$ cat src/rtl/aes_dec_pkg.sv
// Shared constants and FSM state type for the AES-128 inverse-cipher round controller.
package aes_dec_pkg;

   localparam int NUM_ROUNDS = 10;
   localparam int KEY_IDX_W  = 4;
   localparam int BLOCK_W    = 128;

   typedef enum logic [1:0] {
      IDLE = 2'd0,
      INIT = 2'd1,
      RUN  = 2'd2,
      DONE = 2'd3
   } dec_state_e;

endpackage

$ cat src/rtl/decrypt_round_ctrl.sv
// Sequences one AES-128 block through ten inverse-cipher rounds on an external
// registered round datapath, doing the initial AddRoundKey (key 10) locally.
module decrypt_round_ctrl
   import aes_dec_pkg::*;
#(
   parameter int DP_LAT = 1
) (
   input  logic           clk,
   input  logic           n_rst,
   input  logic           key_ready,
   input  logic           in_valid,
   output logic           in_ready,
   input  logic [127:0]   in_data,
   output logic           out_valid,
   input  logic           out_ready,
   output logic [127:0]   out_data,
   output logic [3:0]     key_addr,
   input  logic [127:0]   key_data,
   output logic [127:0]   dp_data,
   output logic [127:0]   dp_round_key,
   output logic           dp_last_round,
   input  logic [127:0]   dp_decrypted,
   output logic           busy
);

   localparam logic [2:0]           LAT      = 3'(DP_LAT);
   localparam logic [KEY_IDX_W-1:0] LAST_KEY = KEY_IDX_W'(NUM_ROUNDS);

   dec_state_e             fsm;
   logic [BLOCK_W-1:0]     state_q;
   logic [KEY_IDX_W-1:0]   rnd;
   logic [2:0]             wait_cnt;

   assign out_data     = state_q;
   assign dp_data      = state_q;
   assign dp_round_key = key_data;

   always_comb begin
      in_ready      = (fsm == IDLE) && key_ready;
      out_valid     = (fsm == DONE);
      busy          = (fsm != IDLE);
      dp_last_round = (fsm == RUN) && (rnd == '0);
      key_addr      = '0;
      if (fsm == INIT) begin
         key_addr = LAST_KEY;
      end else if (fsm == RUN) begin
         key_addr = rnd;
      end
   end

   always_ff @(posedge clk) begin
      if (n_rst) begin
         fsm      <= IDLE;
         state_q  <= '0;
         rnd      <= '0;
         wait_cnt <= '0;
      end else begin
         unique case (fsm)
            IDLE: begin
               if (in_valid && in_ready) begin
                  state_q <= in_data;
                  fsm     <= INIT;
               end
            end
            INIT: begin
               state_q  <= state_q ^ key_data;
               rnd      <= LAST_KEY - 4'd1;
               wait_cnt <= '0;
               fsm      <= RUN;
            end
            RUN: begin
               // datapath inputs stay put until the registered result has settled
               if (wait_cnt == LAT) begin
                  state_q  <= dp_decrypted;
                  wait_cnt <= '0;
                  if (rnd == '0) begin
                     fsm <= DONE;
                  end else begin
                     rnd <= rnd - 4'd1;
                  end
               end else begin
                  wait_cnt <= wait_cnt + 3'd1;
               end
            end
            DONE: begin
               if (out_ready) begin
                  rnd <= '0;
                  fsm <= IDLE;
               end
            end
            default: fsm <= IDLE;
         endcase
      end
   end

endmodule

$ cat config.mk
export PLATFORM = sky130hd
export DESIGN_NAME = decrypt_round_ctrl
export DESIGN_NICKNAME = d
export VERILOG_FILES = /design/src/rtl/aes_dec_pkg.sv /design/src/rtl/decrypt_round_ctrl.sv
export SDC_FILE = /design/constraint.sdc
export NUM_CORES = 1
export LEC_CHECK = 0
export ABC_AREA = 0
export CAP_MARGIN = 20
export CORE_AREA = 2 2 306 308
export DETAILED_ROUTE_END_ITERATION = 8
export DIE_AREA = 0 0 308 310
export HOLD_SLACK_MARGIN = 0.1
export PLACE_DENSITY = 0.33
export SETUP_SLACK_MARGIN = 0.4
export SYNTH_ARGS = -nofsm -noshare
export SYNTH_HDL_FRONTEND = slang
export SYNTH_SLANG_ARGS = --single-unit
$ cat constraint.sdc
create_clock -name clk -period 2.6 [get_ports clk]
set_clock_uncertainty 0.1 [all_clocks]
set_input_delay 0.52 -clock clk [delete_from_list [all_inputs] [get_ports clk]]
set_output_delay 0.52 -clock clk [all_outputs]
set_load 0.005 [all_outputs]
==> flow_summary.yaml, run 1 <==
clock_tree:
  htree_levels: 4
  clock_path_buffers: 2
  clk_pin_slew_ps: 70
  ctsHoldBuffers: 0
  cts_buffers: 17
  cts_tree: "built"
  cts.sinks: 137
  clockRootBuffer: "clkbuf_16"
  insertion_delay_ps: 470
global_routing:
  grt_max_degree: 78
  first_global_vias: 12100
  grt_pass1_wl_um: 82000
  antenna_found_initial: 4
  grt.total_usage_pct: 11.6
  grt_overflow: 0
die:
  chipHeight_um: 310
  die-area_mm2: 0.0955
  die_x_um: 308
  io_pins: 781
  std_cell_rows: 112
  core-area_mm2: 0.0925
  initial_core_util_pct: 11.3
critical_path:
  required_ps: 2890
  r2r_start: "fsm[0]"
  critPathKind: "reg -> reg"
  endpoint: "dp_data[70]"
  crit-reg2reg-capture: "dp_data[70]"
  cp-end-kind: "flop"
  worst-path-buf-inv: 5
  r2r_cells: 10
  reg2reg_slack_ps: 240
  crit_family: "compound AO/OA/AOI/OAI gates"
  path_common_cell: "buf_6"
  slowest_delay_ps: 390
  crit_fanout: 20
  crit_path_start_kind: "flop"
  cp_cell_sequence: "inv_4 > buf_6 > ha_4 > buf_6 > a21boi_4 > a211o_4 > buf_4 > buf_16 > a311o_1 > a21oi_1"
  slowest_stage: "a211o_4"
  cp-startpoint: "fsm[0]"
  crit_cells: 10
  worstPathArrival_ps: 2640
sta:
  fin_crit_sh_pct: 90.6
  max_freq_mhz: 425
  finalSetupViolCount: 0
  setup-tns-final_ps: 0
  maxSlewHeadroom_pct: 63.9
  hold_slack_ps: 401
  rsz0062_at_grt: "true"
  hold_violations: 0
  fin_crit_ps: 2360
  slew_violations: 0
  tightest_slew_ps: 542
placed_design:
  io_buffers: 780
  place_inst: 3128
  dp_hpwl_um: 44800
  place_area_mm2: 0.0180
  gp_congestion: 0.779
cells_and_area:
  design_area_mm2: 0.0194
  area_growth_pct: 86.2
  utilization_pct: 21.0
  area.sequential_mm2: 0.00278
  fin_cells: 3202
  multi_input_area_mm2: 0.00557
  nFillCells: 10300
  fin_nets: 2384
  drive_gt1_share_pct: 11.1
route:
  detail-route-antenna-nets: 0
  wl_per_cell_um: 19.8
  vias_per_cell: 3.82
  drcViolationCount: 0
  dr_total_vias: 12200
  first_pass_iters: 7
  drt_iter0_drc: 528
  totalWireLength_um: 63300
synthesis:
  syn-cell-area_mm2: 0.0104
  yosysUniqueCellTypes: 40
  yosys-top-cells-count: "nand2_1, buf_4, dfxtp_1"
  synth.avg_cell_area_um2: 7.14
  ys.flop_type: "dfxtp_1"
  yosysTopAreaCell: "dfxtp_1"
  synth_top_area_share_pct: 26.3
  synthCells: 1463
  synth_nets: 1858
  synth.most_common_cell: "nand2_1"
  ys_seq_area_share_pct: 26.3
  synthArstFlopShare_pct: 0
  ys_warn_count: 0
  synthTopCellsByArea: "dfxtp_1, buf_4, nand2_1"
  synth_edf_count: 0
  synth_seq_cells: 137
run:
  maxCapViolCount: 0
power:
  p_leak_uw: 0.00692
  power.density_mw_per_mm2: 1180
  peakVddDrop_mv: 0.904
worst_hold_path:
  hp-class: "reg -> reg"
status:
  outcome: "complete, no violations"
power breakdown:
group          switching [uW]  internal [uW]
Sequential               1560           3150
Combinational            7210           8280
Clock                    1190           1520
cell type report:
cell class | count | area share, %
Tap cell | 1197 | 7.70
Clock buffer | 19 | 2.23
Sequential cell | 137 | 14.3
Timing Repair Buffer | 870 | 46.1
Clock inverter | 13 | 0.869
Multi-Input combinational cell | 957 | 28.6
Antenna cell | 3 | 0.0386
Inverter | 6 | 0.129
worst min-delay path: stages (launching register included):
cell and delay (ps):
dfxtp_1 340, o21ai_2 60, a21oi_1 60
sequential cells by signal (all words and copies together) (netlist names):
register  count
dp_data     128
fsm           2
rnd           4
wait_cnt      3
repair_timing:
item | CTS | global route
endpoints found under the setup margin | 233 | 154
pin swaps | 6 | 40
buffers inserted | 13 | 13
gates resized for setup | 139 | 136
cloned | 3 | 10
how the worst min path moves through the flow:
stage / start / to / slack (ps) / cells after the start
finish: dp_data[88] / dp_data[88] / 400 / 2
detailed placement: rnd[0] / rnd[0] / 400 / 2
floorplan: rnd[2] / rnd[2] / 370 / 2
global route: key_data[73] / dp_data[73] / 390 / 4
CTS: rnd[0] / rnd[0] / 410 / 2
global placement: dp_data[126] / dp_data[126] / 390 / 2
metrics by stage:
| step | setup WS, ps | total power, uW |
|---|---|---|
| after global placement | 79.1 | 18000 |
| after detailed placement | 90.4 | 18000 |
| after global routing | 179 | 24600 |
| after CTS | 219 | 21700 |
| after floorplan | 464 | 11500 |
| final | 245 | 22900 |
per-layer routing:
| metal | part of all wire [%] | track usage [%] | vias up |
|---|---|---|---|
| met5 | 0.043 | 0 | - |
| met4 | 1.3 | 3.23 | 4 |
| met3 | 5.3 | 2.73 | 35 |
| met2 | 52 | 21.4 | 463 |
| met1 | 41 | 13.3 | 5928 |
| li1 | - | - | 5797 |
cell families after synthesis:
family	Yosys count	synth area share, %
simple gates	497	18.3
compound gates	370	24.4
buf+inv	369	23.2
flops	137	26.3
xor+xnor	84	7.04
fa+ha+maj	6	0.719
layout by cell type (no fill, tap or decap), types with 15 or more instances in the layout:
cell type and n:
buf_6 20, a21oi_2 18, clkbuf_16 24, clkdlybuf4s50_1 688, o21ai_2 27, dlygate4sd2_1 68
dfxtp_2 20, a311o_1 84, o21ai_0 18, xor2_1 84, nor2_1 132, dfxtp_1 115
a21oi_1 117, buf_12 16, o211ai_1 88, buf_4 39, dlymetal6s2s_1 15, nand2_1 338
Note: power is estimated with default switching activity, not from simulation.
==> run 2: changes to the inputs <==
Settings changed: SKIP_CTS_REPAIR_TIMING set to 1.
==> flow_summary.yaml, run 2 (synthesis results as in run 1) <==
clock_tree:
  htree_levels: 4
  clockRootBuffer: "clkbuf_16"
  cts_buffers: 17
  cts_tree: "built"
  insertion_delay_ps: 470
  cts.sinks: 137
  clk_pin_slew_ps: 70
  clock_path_buffers: 2
sta:
  slew_violations: 0
  tightest_slew_ps: 519
  setup_ws_ps: 332
  maxSlewHeadroom_pct: 65.4
  hold_violations: 0
  hold_slack_ps: 389
  fin_crit_ps: 2270
  fin_crit_sh_pct: 87.2
  rsz0062_at_grt: "true"
  max_freq_mhz: 441
  finalSetupViolCount: 0
route:
  dr_total_vias: 12200
  drcViolationCount: 0
  wl_per_cell_um: 19.8
  detail-route-antenna-nets: 0
  drt_iter0_drc: 583
  first_pass_iters: 5
  vias_per_cell: 3.81
  totalWireLength_um: 63700
global_routing:
  first_global_vias: 12000
  grt.total_usage_pct: 11.4
  antenna_found_initial: 5
  grt_overflow: 0
  grt_max_degree: 78
  grt_pass1_wl_um: 80800
critical_path:
  slowest_delay_ps: 450
  cp-end-kind: "flop"
  cp_cell_sequence: "inv_4 > ha_4 > buf_12 > buf_6 > a211o_4 > buf_12 > clkbuf_16 > a311o_1 > a21oi_1"
  path_common_cell: "buf_12"
  worstPathArrival_ps: 2560
  crit_fanout: 8
  slowest_stage: "a211o_4"
  crit_path_start_kind: "flop"
  required_ps: 2890
  critPathKind: "reg -> reg"
die:
  initial_core_util_pct: 11.3
  io_pins: 781
  core-area_mm2: 0.0925
  chipHeight_um: 310
  die_x_um: 308
  die-area_mm2: 0.0955
  std_cell_rows: 112
placed_design:
  dp_worst_setup_slack_ps: 90.4
  gp_congestion: 0.779
  dp_hpwl_um: 44800
  io_buffers: 780
  place_area_mm2: 0.0180
  place_inst: 3128
cells_and_area:
  area.sequential_mm2: 0.00278
  fin_cells: 3210
  layout_commonest_cell: "clkdlybuf4s50_1"
  design_area_mm2: 0.0198
  area_growth_pct: 89.1
  largest_register_ffs: 128
  fin_nets: 2390
  utilization_pct: 21.4
  final_cell_mix: "clkdlybuf4s50_1, nand2_1, nor2_1"
  drive_gt1_share_pct: 9.26
  nFillCells: 10300
  multi_input_area_mm2: 0.00543
power:
  peakVddDrop_mv: 0.914
  p_leak_uw: 0.00756
  power.density_mw_per_mm2: 1170
status:
  outcome: "complete, no violations"
run:
  maxCapViolCount: 0
worst_hold_path:
  hp-class: "in -> reg"
-- run 2: layout make-up --
class                      instances  share of cell area, %
timing repair buffer             876                   47.6
multi-input combinational        957                   27.5
sequential                       137                   14.0
tap                             1197                   7.58
clock buffer                      19                   2.19
clock inverter                    13                  0.855
inverter                           6                  0.127
antenna                            5                 0.0633
-- run 2: critical path: cells and delay by family, from the launching register on --
kind,cells,cell delay (ps)
buf+inv,5,670
flops,1,380
compound gates,3,840
fa+ha+maj,1,160
-- run 2: through the flow --
stage                     total power [uW]  TNS, ps
final                                23000        0
after detailed placement             18000        0
after CTS                            20900    -1520
after global placement               18000        0
after global routing                 24700        0
after floorplan                      11500        0
-- run 2: path summary, 6_finish.rpt --
kind                 startpoint      endpoint  slack (ps)  cells past startpoint
hold reg to reg          rnd[0]        rnd[0]         400                      2
hold / removal    key_data[127]  dp_data[127]         390                      4
setup reg to reg         fsm[0]   dp_data[58]         330                      9
setup / recovery         fsm[0]   dp_data[58]         330                      9
-- run 2: routing by layer --
metal / part of all wire (%) / global-route usage [%] / vias up
met2: 52 / 21.1 / 455
li1: - / - / 5811
met4: 1.3 / 3.15 / 4
met5: 0.042 / 0 / -
met3: 5.3 / 2.74 / 38
met1: 42 / 13.0 / 5917
-- run 2: where the power goes --
group	switching (uW)	internal [uW]	leakage, uW
Sequential	1510	3140	0.00113
Combinational	7220	8450	0.00614
Clock	1210	1520	0.000281
==> run 3: changes to the inputs <==
Settings changed: GPL_TIMING_DRIVEN set to 0.
==> flow_summary.yaml, run 3 (synthesis results as in run 1) <==
status:
  outcome: "complete, no violations"
power:
  p_leak_uw: 0.00799
  switching_share_pct: 43.8
  peakVddDrop_mv: 0.522
  clkPwrFrac_pct: 10.9
  combPwrFrac_pct: 69.6
  seq_power_share_pct: 19.4
  p_int_uw: 13700
  power.density_mw_per_mm2: 1140
  p_sw_uw: 10700
die:
  die_x_um: 308
  chipHeight_um: 310
  die-area_mm2: 0.0955
  core-area_mm2: 0.0925
  initial_core_util_pct: 11.3
  std_cell_rows: 112
  io_pins: 781
clock_tree:
  clock_path_buffers: 2
  cts_buffers: 17
  cts_tree: "built"
  htree_levels: 4
  clockRootBuffer: "clkbuf_16"
  insertion_delay_ps: 470
  cts.sinks: 137
  clk_pin_slew_ps: 70
critical_path:
  crit_fanout: 6
  slowest_stage: "dfxtp_4"
  slowest_delay_ps: 390
  crit_family: "buffers and inverters"
  worst-path-buf-inv: 6
  cp_cell_sequence: "inv_4 > ha_2 > buf_6 > buf_12 > buf_12 > buf_12 > a21o_1 > buf_2"
  worstPathArrival_ps: 1870
  required_ps: 1980
  path_common_cell: "buf_12"
  crit_path_start_kind: "flop"
  cp-end-kind: "output port"
  critPathKind: "reg -> out"
cells_and_area:
  utilization_pct: 23.0
  fin_nets: 2686
  drive_gt1_share_pct: 19.1
  fin_cells: 3509
  largest_register_ffs: 128
  final_cell_mix: "clkdlybuf4s50_1, nand2_1, buf_4"
  layout_commonest_cell: "clkdlybuf4s50_1"
  area_growth_pct: 104
sta:
  maxSlewHeadroom_pct: 29.5
  hold_violations: 0
  max_freq_mhz: 401
  finalSetupViolCount: 0
  rsz0062_at_grt: "true"
  slew_violations: 0
  fin_crit_sh_pct: 95.9
  hold_slack_ps: 407
  tightest_slew_ps: 1060
  fin_crit_ps: 2490
route:
  totalWireLength_um: 74600
  first_pass_iters: 7
  drt_iter0_drc: 570
  vias_per_cell: 3.79
  detail-route-antenna-nets: 0
  drcViolationCount: 0
  dr_total_vias: 13300
  wl_per_cell_um: 21.3
placed_design:
  gp_congestion: 0.800
  place_inst: 3442
  io_buffers: 779
  dp_hpwl_um: 60600
worst_hold_path:
  hp-class: "reg -> reg"
global_routing:
  first_global_vias: 13400
  grt_overflow: 0
  antenna_found_initial: 11
  grt.total_usage_pct: 14.7
  grt_pass1_wl_um: 99700
  grt_max_degree: 17
run:
  maxCapViolCount: 0
[run 3: stage by stage]
| stage | power [uW] | setup TNS, ps | setup slack (ps) | instance area (um2) |
|---|---|---|---|---|
| floorplan | 11500 | 0 | 464 | 10400 |
| global placement | 20200 | -138800 | -1530 | 19700 |
| detailed placement | 20300 | -123720 | -1560 | 19800 |
| CTS | 23200 | -117710 | -2090 | 20400 |
| global route | 26100 | 0 | 2.53 | 21300 |
| finish | 24300 | 0 | 106 | 21300 |
[run 3: cell type report]
type                            count  area [um2]
Antenna cell                        8        20.0
Buffer                            363        2770
Clock buffer                       20         447
Clock inverter                     12         140
Fill cell                       10200       71200
Inverter                            6        31.3
Multi-Input combinational cell    957        5430
Sequential cell                   137        2750
Tap cell                         1197        1500
Timing Repair Buffer              809        8170
[run 3: power groups by stage]
stage	Sequential, uW	Combinational, uW	Clock, uW
detailed placement	4790	15500	0
CTS	4750	15600	2830
floorplan	4130	7340	0
global route	4880	18400	2880
global placement	4740	15400	0
finish	4720	16900	2660
[run 3: per-layer routing]
layer,vias up,wire (um),share of wire (%),track usage (%)
met5,-,35,0.047,0
met4,6,698,0.94,3.17
met3,33,4260,5.7,3.58
met2,459,38400,51,26.5
met1,6385,31200,42,17.4
li1,6415,-,-,-
[run 3: worst paths after layout]
kind,startpoint,endpoint,slack [ps],depth (start not counted)
worst max-delay path,fsm[0],key_addr[1],110,8
worst min-delay path,dp_data[106],dp_data[106],410,2
worst max register to register,fsm[0],dp_data[22],360,10
worst min register to register,dp_data[106],dp_data[106],410,2
[run 3: worst register-to-register path, stage by stage (launching register included)]
cell      delay [ps]
dfxtp_4          390
inv_4             50
ha_2             170
buf_6            130
buf_4            140
a211o_4          380
buf_12           170
buf_16           180
clkbuf_2         220
nand2_1          100
a21oi_1           60
==> edit 1 (config.mk and constraints of run 1) <==
Re-encode `dec_state_e` (4 states) as Gray code, 2 bits wide.
--- a/src/rtl/aes_dec_pkg.sv
+++ b/src/rtl/aes_dec_pkg.sv
@@ -8,6 +8,6 @@
    typedef enum logic [1:0] {
-      IDLE = 2'd0,
-      INIT = 2'd1,
-      RUN  = 2'd2,
-      DONE = 2'd3
+      IDLE = 2'b00,
+      INIT = 2'b01,
+      RUN  = 2'b11,
+      DONE = 2'b10
    } dec_state_e;
Check against the original RTL: no difference found for any inputs over 4 cycles, from zero or initial values and one cycle with n_rst high; so few cycles prove little.
==> edit 1 against run 1 <==
Sequential cell count is the same; utilization shrank 1.2 points; area after synthesis shrank 1.8%; global-route usage shrank 0.068 points; final area shrank 5.6%; wire length shrank 6.0%; non-clock buffer count shrank 32; synthesized cell count grew 0.21%; setup slack gained 0.12 ns; register-to-register slack gained 0.23 ns; critical path type is now reg2out; critical endpoint is now dp_last_round; largest cell class unchanged.
Power is not compared: it rests on default switching activity, and its combinational part moved more than twofold at a synthesized area within 25%.
==> edit 1: results (changes against run 1) <==
----------------------------------------------------
[Power and ir drop]
  Total power divided by cell area ... about 490 nW/um^2
  Clock group ... ~0.0025 W
  Power drawn by the sequential cells ... 0.00270 W
  Max IR drop VDD ... 429 uV

[Worst setup path]
  Source of the critical timing path ... rnd[0]
  Arrival @ worst endpoint ... 1.62 ns (-1.02 ns)
  Maximum fanout along the worst path ... 3 (-85%)
  Slowest stage cell, crit path ... or3b_4
  Gate family responsible for the most delay along the worst path ... simple AND/OR/NAND/NOR gates
  Beginning of the worst register-to-register path ... fsm[1]

[Synth]
  Net count of the mapped netlist ... 1856 (-0.11%)
  Cell types with the largest area share after synthesis ... dfxtp_1 27%, buf_4 19%, nor2_1 14%
  Number of distinct library cell variants in the gate-level netlist after synthesis ... 34 (-15%)
  Synthesized area per cell ... 7.00 sq um (-2.0%)
  Most common library cells after synthesis ... 394 x nor2_1, 258 x buf_4, 139 x a21oi_1
  Sequential element share of the synthesized area ... 0.267 (+0.00480)
  Post-synth top flop ... dfxtp_1

[Final layout]
  Number of filler cells placed in the layout ... 10400 (+0.33%)
  Max FFs per register ... 128 (unchanged)
  Multi-input combinational cell area ... 5040 sq um (-9.4%)
  Share of final-layout standard cells stronger than drive strength 1 ... 0.0612 (-0.0497)
  Number of nets in the layout ... 2340 (-1.8%)
  Layout Cells excl Fill ... 3163 (-1.2%)

[Route]
  WL per Instance ... 18.8 um (-4.9%)
  First-pass detailed-route iteration total ... 7 (unchanged)
  Via/cell ratio ... 3.86 (+1.2%)
  Drt initial violations ... 577 (+9.3%)

[Placement]
  Count of input and output buffers ... 780 (unchanged)
  Placed instance area ... 17600 sq um (-2.3%)
  Final Wtd Congestion ... 0.771 (-1.1%)
  Placed Cells incl. Taps ... 3111 (-0.54%)
  DP HPWL ... 44600 um (-0.35%)

[Global route]
  Pin count of the biggest net entering global routing ... 129 (+65%)
  Overall routing resource usage ... 0.116 (-0.000676)
  Global-route congestion overflow total ... 0 (unchanged)
  Via count of the first global-routing pass ... 11700 (-3.5%)
  Global-route wire length before repair ... 81600 um (-0.57%)
  Number of antenna violations at the first check in global routing ... 6 (+2)

[Clocking]
  Number of buffers added by the clock tree synthesis step ... 17 (unchanged)
  Clock-pin slew on the worst setup and hold paths ... 0.07 ns (about the same)
  Total of hold buffers inserted after clock tree synthesis ... 0 (unchanged)

[Worst hold path]
  Worst hold path startpoint ... n_rst
  Worst hold-check path type ... in2reg

[Status]
  Result of the run ... finished, final reports clean

[Timing]
  Minimum clock period after layout ... 2.24 ns (-0.119 ns)
  Worst slew slack as a fraction of its limit ... 0.510 (-0.129)

----------------------------------------------------
[edit 1: cell count changes after synthesis, moves of 84 or more]
cell,delta
xor2_1,-84
a311o_1,-84
o211ai_1,-88
nand2_1,-340
a221oi_1,+127
nor2_1,+261
or3_1,+127
[edit 1: worst paths after layout]
kind / end / slack, ns / cells after the start
worst max-delay path: dp_last_round / 0.36 / 5
worst min-delay path: rnd[1] / 0.33 / 2
worst max register to register: dp_data[61] / 0.47 / 6
worst min register to register: dp_data[111] / 0.41 / 2
[edit 1: logic make-up (layout without fill, tap and decap cells)]
family / after synthesis / in the layout / share of synthesized area
buf+inv: 378 / 874 / 0.247
simple gates: 544 / 544 / 0.236
compound gates: 404 / 404 / 0.247
fa+ha+maj: 1 / 1 / 0.00122
other cells: 0 / 4 / 0
flops: 137 / 137 / 0.267
mux: 2 / 2 / 0.00195
[edit 1: final cells by class]
cell class,instances,share of cell area
Timing Repair Buffer,838,0.461
Sequential cell,137,0.150
Multi-Input combinational cell,951,0.275
Clock inverter,11,0.00552
Antenna cell,4,0.000545
Tap cell,1197,0.0816
Clock buffer,20,0.0249
Inverter,5,0.00170
[edit 1: what timing repair did]
| action | 4_1_cts | 5_1_grt |
|---|---|---|
| gates cloned | 0 | 1 |
| setup buffers | 9 | 7 |
| pin swaps | 1 | 2 |
| setup endpoints to repair | 97 | 75 |
| gates resized for setup | 122 | 51 |
[edit 1: routing by layer]
metal  routed length, um  track usage
met5                  23            0
met1               23600        0.133
met3                3760       0.0292
met4                 727       0.0285
met2               31400        0.212
[edit 1: stage by stage]
step / setup slack, ns / hold slack [ns]
final: 0.364 / 0.326
after global routing: 0.267 / 0.289
after CTS: 0.127 / 0.263
after global placement: 0.113 / 0.397
after detailed placement: 0.114 / 0.400
after floorplan: 0.825 / 0.380
==> edit 2 (settings of run 1) <==
Without the edit above. Reset style: asynchronous (`n_rst`), changed in one clocked block.
--- a/src/rtl/decrypt_round_ctrl.sv
+++ b/src/rtl/decrypt_round_ctrl.sv
@@ -50,3 +50,3 @@
 
-   always_ff @(posedge clk) begin
+   always_ff @(posedge clk or posedge n_rst) begin
       if (n_rst) begin
Function: differs if n_rst is asserted again (counterexample within 4 cycles, from zero or initial values and one cycle with n_rst high); with n_rst held inactive, the same outputs for 4 cycles.
==> edit 2 against run 1 <==
Wire length down 2.2%; sequential cell count is the same; non-clock buffer count increased by 34; largest cell class unchanged; final area up 9.9%; total power up 28%; setup slack improved by 0.018 ns; count of clock-buffer cells in the layout fell by 1; final cell count decreased by 9.2%; area after synthesis shrank 2.0%.
==> edit 2: results (changes against run 1) <==
----------------------------------------------------
[Final layout]
  Relative area of clock buffers and inverters in the final design ... 0.0285 (-0.00249)
  Total of clock buffers placed in the layout ... 18 (-1)
  Non-clock buffer contribution to total cell area ... 0.465 (+0.00344)
  Layout Cells excl Fill ... 2907 (-9.2%)
  Multi-input combinational cell area ... 5810 sq um (+4.3%)
  Share of final-layout standard cells stronger than drive strength 1 ... 0.239 (+0.128)
  Non-clock inverter total of the final layout ... 12 (+6)
  Multi-input comb cells ... 621 (-35%)
  Buffer count excluding the clock tree in the final layout ... 904 (+3.9%)
  Register fraction of the total cell area ... 0.162 (+0.0189)
  Number of filler cells placed in the layout ... 9929 (-3.9%)

[Synth]
  Sequential element share of the synthesized area ... 0.335 (+0.0724)
  Share of flip-flops with an asynchronous set or reset after synthesis ... 1.00 (+1.00)
  Cell types with the largest area share after synthesis ... dfrtp_1 34%, buf_4 19%, o2bb2ai_1 11%
  Most common library cells after synthesis ... 256 x buf_4, 159 x o21ai_0, 137 x dfrtp_1
  Post-synth top flop ... dfrtp_1
  Synthesized-area fraction occupied by ao, oa, aoi and oai cells ... 0.306 (+0.0620)
  Adder-cell share of the synthesized area ... 0.00734 (+0.000149)
  Net count of the mapped netlist ... 1509 (-19%)
  Synthesized area per cell ... 9.19 sq um (+29%)
  Synth Area in XOR/XNOR ... 0 (-0.0704)
  Number of distinct library cell variants in the gate-level netlist after synthesis ... 42 (+5.0%)

[Route]
  Drt initial violations ... 391 (-26%)
  Post-route met1 wirelength ... 23800 um (-9.0%)
  WL per Instance ... 21.3 um (+7.7%)
  Max layer used ... met4
  Detailed-routed wire length on met3 ... 3260 um (-3.9%)

[Global route]
  Via count of the first global-routing pass ... 12000 (-1.1%)
  Met3 usage in global routing ... 0.0290 (+0.00170)
  GR Util met1 ... 0.135 (+0.00149)
  Global-route wire length before repair ... 84800 um (+3.4%)

[Worst setup path]
  Slowest stage cell, crit path ... dfrtp_2
  Largest incremental delay on the critical path ... 0.44 ns (+0.05 ns)
  Gate family responsible for the most delay along the worst path ... buffers and inverters
  Register-to-register setup slack ... 0.26 ns (+0.02 ns)

[Status]
  Result of the run ... finished, final reports clean

[Worst hold path]
  Worst hold-check path type ... in2reg

[Placement]
  Final Wtd Congestion ... 0.733 (-5.9%)
  Placed Cells incl. Taps ... 2806 (-10%)

[Power and ir drop]
  Max IR drop VDD ... 675 uV (-25%)
  Design internal power ... 0.0169 W (+31%)

[Clocking]
  PostCTS Resize Cnt ... 286 (+110%)

----------------------------------------------------
edit 2: cell count changes in the layout (fill, tap and decap cells not counted), moves of 51 or more:
| cell | before | now |
|---|---|---|
| nor2_1 | 132 | 3 |
| o211ai_1 | 88 | 28 |
| o2bb2ai_2 | 0 | 83 |
| dfxtp_1 | 115 | 0 |
| a311o_1 | 84 | 0 |
| nor3b_1 | 0 | 102 |
| o21ai_2 | 27 | 78 |
| a221oi_1 | 1 | 96 |
| a21oi_1 | 117 | 2 |
| dfrtp_1 | 0 | 118 |
| nand2_1 | 338 | 57 |
| xor2_1 | 84 | 0 |
edit 2: stage by stage:
step                      power (W)  instance area [sq um]  setup slack (ns)   util
after floorplan              0.0121                  10200             0.273      -
after global placement       0.0193                  17900           -0.0114  0.193
after detailed placement     0.0194                  17900           -0.0212  0.193
after CTS                    0.0273                  20100             0.234  0.217
after global routing         0.0314                  21400             0.157  0.231
final                        0.0294                  21400             0.262  0.231
